### config.mk
export PLATFORM = sky130hd
export DESIGN_NAME = cpu_output_buffer
export DESIGN_NICKNAME = d
export VERILOG_FILES = /design/src/rtl/riscv_pkg.sv /design/src/rtl/sync_fifo.sv /design/src/rtl/cpu_output_buffer.sv
export SDC_FILE = /design/constraint.sdc
export NUM_CORES = 1
export LEC_CHECK = 0
export CORE_MARGIN = 1
export CORE_UTILIZATION = 50
export CTS_CLUSTER_DIAMETER = 40
export DETAILED_ROUTE_END_ITERATION = 6
export PLACE_DENSITY = 0.68
export SLEW_MARGIN = 10
export SYNTH_ARGS = -nofsm -noshare
export SYNTH_HDL_FRONTEND = slang
export SYNTH_HIERARCHICAL = 1
export SYNTH_SLANG_ARGS = --single-unit
export TNS_END_PERCENT = 20
### constraint.sdc
create_clock -name clk -period 5.24 [get_ports clk]
set_clock_uncertainty 0.05 [all_clocks]
set_input_delay 1.31 -clock clk [delete_from_list [all_inputs] [get_ports clk]]
set_output_delay 1.31 -clock clk [all_outputs]
set_load 0.03 [all_outputs]
### src/rtl/riscv_pkg.sv
// riscv_pkg: core-wide data sizes shared by blocks attached to the CPU.
package riscv_pkg;
    localparam int WORD_SIZE = 32;
    localparam int BYTE_W    = 8;
endpackage

### src/rtl/sync_fifo.sv
// sync_fifo: single-clock FIFO with combinational head read and registered full flag.
module sync_fifo #(
    parameter int WIDTH = 32,
    parameter int DEPTH = 8
) (
    input  logic                     clk,
    input  logic                     rst,
    input  logic                     push,
    input  logic                     pop,
    input  logic [WIDTH-1:0]         wdata,
    output logic [WIDTH-1:0]         rdata,
    output logic [$clog2(DEPTH):0]   count,
    output logic                     full,
    output logic                     empty
);
    localparam int AW = $clog2(DEPTH);

    logic [WIDTH-1:0] mem [DEPTH];
    logic [AW-1:0]    wr_ptr, rd_ptr;
    logic [AW:0]      count_next;
    logic             do_push, do_pop;

    assign empty      = count == '0;
    assign do_push    = push && !full;
    assign do_pop     = pop && !empty;
    assign rdata      = mem[rd_ptr];
    assign count_next = count + (AW+1)'(do_push) - (AW+1)'(do_pop);

    // pointers and occupancy; full is registered so a same-cycle pop never admits a push
    always_ff @(posedge clk or negedge rst) begin
        if (!rst) begin
            wr_ptr <= '0;
            rd_ptr <= '0;
            count  <= '0;
            full   <= 1'b0;
        end else begin
            if (do_push) wr_ptr <= wr_ptr + 1'b1;
            if (do_pop) rd_ptr <= rd_ptr + 1'b1;
            count <= count_next;
            full  <= count_next == (AW+1)'(DEPTH);
        end
    end

    // storage needs no reset; only slots behind the pointers are ever read
    always_ff @(posedge clk) begin
        if (do_push) mem[wr_ptr] <= wdata;
    end
endmodule

### src/rtl/cpu_output_buffer.sv
// cpu_output_buffer: buffers CPU output words and streams them LSB-first as bytes.
module cpu_output_buffer #(
    parameter int WORD_SIZE = riscv_pkg::WORD_SIZE,
    parameter int DEPTH     = 8
) (
    input  logic                   clk,
    input  logic                   rst,
    input  logic                   output_en,
    input  logic [WORD_SIZE-1:0]   data_out,
    output logic                   full,
    output logic                   overflow,
    output logic [$clog2(DEPTH):0] count,
    output logic                   byte_valid,
    input  logic                   byte_ready,
    output logic [7:0]             byte_data,
    output logic                   last_byte
);
    import riscv_pkg::*;

    localparam int BYTES = WORD_SIZE / BYTE_W;
    localparam int IW    = BYTES > 1 ? $clog2(BYTES) : 1;

    typedef enum logic {IDLE, SEND} state_t;

    state_t               state;
    logic [WORD_SIZE-1:0] shift, head;
    logic [IW-1:0]        idx;
    logic                 empty, hs, at_last, pop;

    assign hs        = byte_valid && byte_ready;
    assign at_last   = idx == IW'(BYTES-1);
    assign pop       = !empty && (state == IDLE || (hs && at_last));
    assign byte_data = shift[BYTE_W-1:0];

    sync_fifo #(.WIDTH(WORD_SIZE), .DEPTH(DEPTH)) u_fifo (
        .clk   (clk),
        .rst   (rst),
        .push  (output_en),
        .pop   (pop),
        .wdata (data_out),
        .rdata (head),
        .count (count),
        .full  (full),
        .empty (empty)
    );

    // serializer: load head when idle or on the final byte handshake, else shift per accepted byte
    always_ff @(posedge clk or negedge rst) begin
        if (!rst) begin
            state      <= IDLE;
            shift      <= '0;
            idx        <= '0;
            byte_valid <= 1'b0;
            last_byte  <= 1'b0;
        end else if (pop) begin
            state      <= SEND;
            shift      <= head;
            idx        <= '0;
            byte_valid <= 1'b1;
            last_byte  <= BYTES == 1;
        end else if (hs && at_last) begin
            state      <= IDLE;
            byte_valid <= 1'b0;
            last_byte  <= 1'b0;
        end else if (hs) begin
            shift     <= shift >> BYTE_W;
            idx       <= idx + 1'b1;
            last_byte <= (idx + 1'b1) == IW'(BYTES-1);
        end
    end

    // sticky drop flag for words that arrive while the FIFO is full
    always_ff @(posedge clk or negedge rst) begin
        if (!rst) overflow <= 1'b0;
        else if (output_en && full) overflow <= 1'b1;
    end
endmodule

After elaboration in Yosys (flattened, before gate mapping):

Memories as Yosys holds them, arrays and structs flattened.
Index checks and enable logic that the tools add are counted.
Widths: inputs -> output; s select.

* memories: 1
* output and inout port bits: 16
* input port bits: 36
* register bits after elaboration: 48
* RAM bits: 256
* logic and storage cells: 47

* reductions and logical operators: 14
* equal/unequal tests: 4
* muxes and demuxes: 13
* bitwise operators: 1
* $add $sub $neg: 5

Memories
* u_fifo.mem: words 8, bits a word 32, read ports 1, clocked after Yosys merged registers in 0, write ports 1, RTL line sync_fifo.sv:18 `logic [WIDTH-1:0] mem [DEPTH];`

Operators by type and width (number)
* $mux 32: 3
* $mux 1: 7
* $add 3x1->3 const B: 2
* $logic_and 1x1->1: 6
* $mux 2: 3
* $add 4x1->4: 1
* $eq 2x2->1 const B: 2
* $eq 4x4->1 const B: 1
* $logic_not 4->1: 1
* $reduce_bool 2->1: 2
* $sub 4x1->4: 1
* $reduce_bool 3->1: 1
* $add 2x1->2 const B: 1
* $logic_not 1->1: 2
* $ne 2x1->1 const B: 1
* $reduce_and 2->1: 1
* $logic_or 1x1->1: 1
* $not 1->1: 1

Longest topological paths before layout:

* depth in word-level cells: 7
* mapped depth: 14
* mapped depth without buffers: 13

Hierarchy:

The synthesis kept the hierarchy.

Modules (own cells, without submodules)
* sync_fifo: area each 10301.1 um2, cells an instance 430, seq. area each 7962.6 um2, times used 1
* cpu_output_buffer: area each 2057.0 um2, cells an instance 188, seq. area each 925.9 um2, times used 1

Least setup slack after synthesis:

No wires, ideal clock.

* kind: input -> register
* start point: input port output_en
* end point: memory u_fifo.mem[0][0] (enable)
* buffers on the path: 0
* setup time: 0.461 ns
* data required time: 4.729 ns
* path slack: 0.729 ns
* arrival time: 4.000 ns
* stages: 3
* cells stage by stage: nor2b_1 nand2b_1 nor3_1

* cells in the longest elaborated chain, start to end: 3

RTL lines
* from (decl): RTL line cpu_output_buffer.sv:8 `input logic output_en,`
* $logic_and 1x1->1: RTL line sync_fifo.sv:24 `assign do_push = push && !full;`
* $mux 1: RTL line sync_fifo.sv:46 `if (do_push) mem[wr_ptr] <= wdata;`
* $mux 1 (not written as such): RTL line sync_fifo.sv:46
* to (decl): RTL line sync_fifo.sv:18

No other way between the ends.

==> summary.md <==
| Metric | Value |
|---|---|
| Row count | 57 |
| CTS tree | yes |
| Syn. warnings | 6 |
| Buffer count from post-CTS setup fixing | 0 |
| Number of placed instances with taps included | 967 |
| Core Area | approximately 24000 sq um |
| Syn Inst Count | between 600 and 700 |
| Fmax | around 280 MHz |
| Antenna violations before repair | 0 |
| # port buffers | around 50 |
| Slew margin rel. | 0.174 |
| Drt wl/cell | approximately 23 um |
| Leak | a little under 0.005 uW |
| Starting Density | 0.510 |
| CP Data Arrival Time | approximately 2.2 ns |
| Antenna Nets Post-Route | 0 |
| Nets | between 700 and 800 |
| Worst-path clk slew | approximately 0.060 ns |
| I/O Pins | 52 |
| Commonest non-fill, non-tap cell in the layout | edfxtp_1 |
| Final worst slack | ~1.7 ns |
| Max Slew Vio Count | 0 |
| Gpl congestion | around 0.74 |
| Crit path max fanout | 23 |
| Final Instance Count excl. Fillers | roughly 1.0k |
| Post-route cell area | 14400 sq um |
| Final critical-path required period | between 3 and 4 ns |
| CP Capture Type | output port |
| Antenna cells | 0 |
| Root Buffer | clkbuf_16 |
| Share of cells above drive strength 1 | 0.247 |
| Hold Crit Class | reg2reg |
| CP max stage delay | about 0.7 ns |
| Tcrit/Tclk final | 0.677 |
| Worst hold slack | between 0.4 and 0.5 ns |
| Largest net degree at the start of global routing | 53 |
| Vias in the first global route | ~6.2k |
| Number of DRC markers in iteration 0 | 435 |
| Routed via count | 5939 |
| Mean Syn Cell Area | about 20 sq um |
| Final WL | 23500 um |
| Worst endpoint required time | slightly below 4 ns |
| Finish-stage setup viols | 0 |
| Distinct cells, synth | 34 |
| Drt via density | roughly 5.7 |
| Final Hold Fails | 0 |
| GRT met2 Usage | 0.309 |
| Die Height | about 160 um |
| Max VDD drop | 268 uV |
| Met1 Use GR | 0.276 |
| WS Path Type | reg2out |
| Drt first pass iters | 4 |
| Most frequent cells in the layout | edfxtp_1 (256), mux4_2 (51), clkdlybuf4s50_1 (50) |
| Met3 usage | 0.0336 |
| CP max stage cell | clkdlybuf4s50_1 |
| Die Wd | 159 um |
| RSZ-0062 raised after global routing | false |
| Full die area | roughly 25000 sq um |
| GRT busiest layer | met2 |
| Status | finished, final reports clean |
| Critical path, cell by cell | buf_4 > clkdlybuf4s50_1 |
| H-tree Lvls | 2 |
| Post-Syn Nets | ~660 |
| Total grt overflow | 0 |
| Worst-Skew Late Latency | roughly 0.52 ns |
| P&R area growth vs syn | 16.6% |
| Pre-CTS setup slack | 1.31 ns |
| Placed cell areas | ~13000 sq um |
| Post-cts sizing count | 0 |
| Yosys reg bits | a little over 300 |
| Cell Pwr Density | about 560 nW/um^2 |
| CTS Hold Bufs | 0 |
| Number of max-cap violations | 0 |
| DRC Markers | 0 |
| Crit start category | register |
| Post-Syn Area | roughly 12000 sq um |
| First-pass GRT wire length | approximately 37000 um |
| TritonCTS buffer count | 37 |
| Slew @ Worst Pin | ~1.2 ns |
| HPWL after DPL | around 13000 um |
| Max clock buf depth | 3 |
| Gr usage total | 0.192 |
| CTS Sinks | 304 |
| Post-synthesis sequential area ratio | 0.719 |
| Setup Total Neg Slack | 0 ns |
-- cell families after synthesis --
logic type      after synthesis  share of synthesized area
flops                       304                      0.719
mux                         100                      0.153
simple gates                 78                     0.0389
compound gates               67                     0.0463
buf+inv                      53                     0.0274
fa+ha+maj                    10                     0.0107
xor+xnor                      6                    0.00425
-- synth_stat cells --
master / count / area share
nand3b_1: 25 / 0.015
a21oi_2: 1 / 0.00071
buf_4: 8 / 0.0049
buf_8: 1 / 0.0012
nand3_1: 2 / 0.00081
a21oi_1: 3 / 0.0012
mux2i_1: 2 / 0.0016
mux2_2: 34 / 0.031
nand2b_1: 31 / 0.016
nor3_1: 2 / 0.00081
buf_6: 5 / 0.0046
nand2_1: 7 / 0.0021
xnor2_1: 3 / 0.0021
xor2_1: 3 / 0.0021
edfxtp_1: 256 / 0.62
nor2b_1: 1 / 0.00051
mux4_2: 51 / 0.093
dfrtp_1: 48 / 0.097
buf_1: 4 / 0.0012
nor2_1: 8 / 0.0024
and2_4: 1 / 0.00071
a221o_1: 24 / 0.019
nor3b_1: 1 / 0.00061
a21o_1: 2 / 0.0012
a22o_1: 11 / 0.0078
o2bb2ai_1: 1 / 0.00071
mux4_1: 13 / 0.028
a21boi_0: 25 / 0.015
ha_1: 9 / 0.0091
buf_12: 3 / 0.0049
inv_1: 10 / 0.0030
fa_1: 1 / 0.0016
buf_2: 10 / 0.0040
clkbuf_1: 12 / 0.0036
-- report_power, final --
| group | total, uW | switching [uW] | internal, uW |
|---|---|---|---|
| combinational | 2100 | 1040 | 1060 |
| sequential | 3380 | 293 | 3090 |
| clock | 2570 | 999 | 1570 |
-- final timing paths --
| kind | slack (ns) | start | end | cells past startpoint |
|---|---|---|---|---|
| max | 1.69 | state | byte_valid | 2 |
| min | 0.41 | overflow | overflow | 1 |
| max reg2reg | 1.80 | u_fifo/count[2] | u_fifo/full | 12 |
| min reg2reg | 0.41 | overflow | overflow | 1 |
| max in group asynchronous | 3.81 | rst | u_fifo/rd_ptr[1] | 2 |
| min in group asynchronous | 0.85 | rst | shift[5] | 2 |
-- area by class of cell --
class	instances	area [sq um]
Timing Repair Buffer	68	633
Clock inverter	26	319
Fill cell	1774	9840
Sequential cell	304	8890
Tap cell	324	405
Multi-Input combinational cell	261	3190
Clock buffer	40	937
Inverter	10	37.5
-- metal layers --
metal | vias to the layer above | share of wire
li1 | 2652 | -
met1 | 3076 | 0.42
met2 | 173 | 0.49
met3 | 38 | 0.067
met4 | 0 | 0.017
met5 | - | 0
-- through the flow --
step | total power [uW] | util
global placement | 5490 | 0.543
floorplan | 4950 | -
global route | 8410 | 0.594
finish | 8060 | 0.594
CTS | 8160 | 0.594
detailed placement | 5560 | 0.543
-- registers in the layout (all words and copies together) (netlist names) --
name	count
u_fifo/rd_ptr	3
last_byte	1
u_fifo/wr_ptr	3
overflow	1
u_fifo/full	1
shift	32
u_fifo/count	4
state	1
u_fifo/mem	256
idx	2
-- critical path, delay by kind of cell (launching register included) --
| family | cells | cell delay, ns |
|---|---|---|
| buffers and inverters | 2 | 1.07 |
| flip-flops | 1 | 0.59 |
Power figures use the tool's default switching activity.
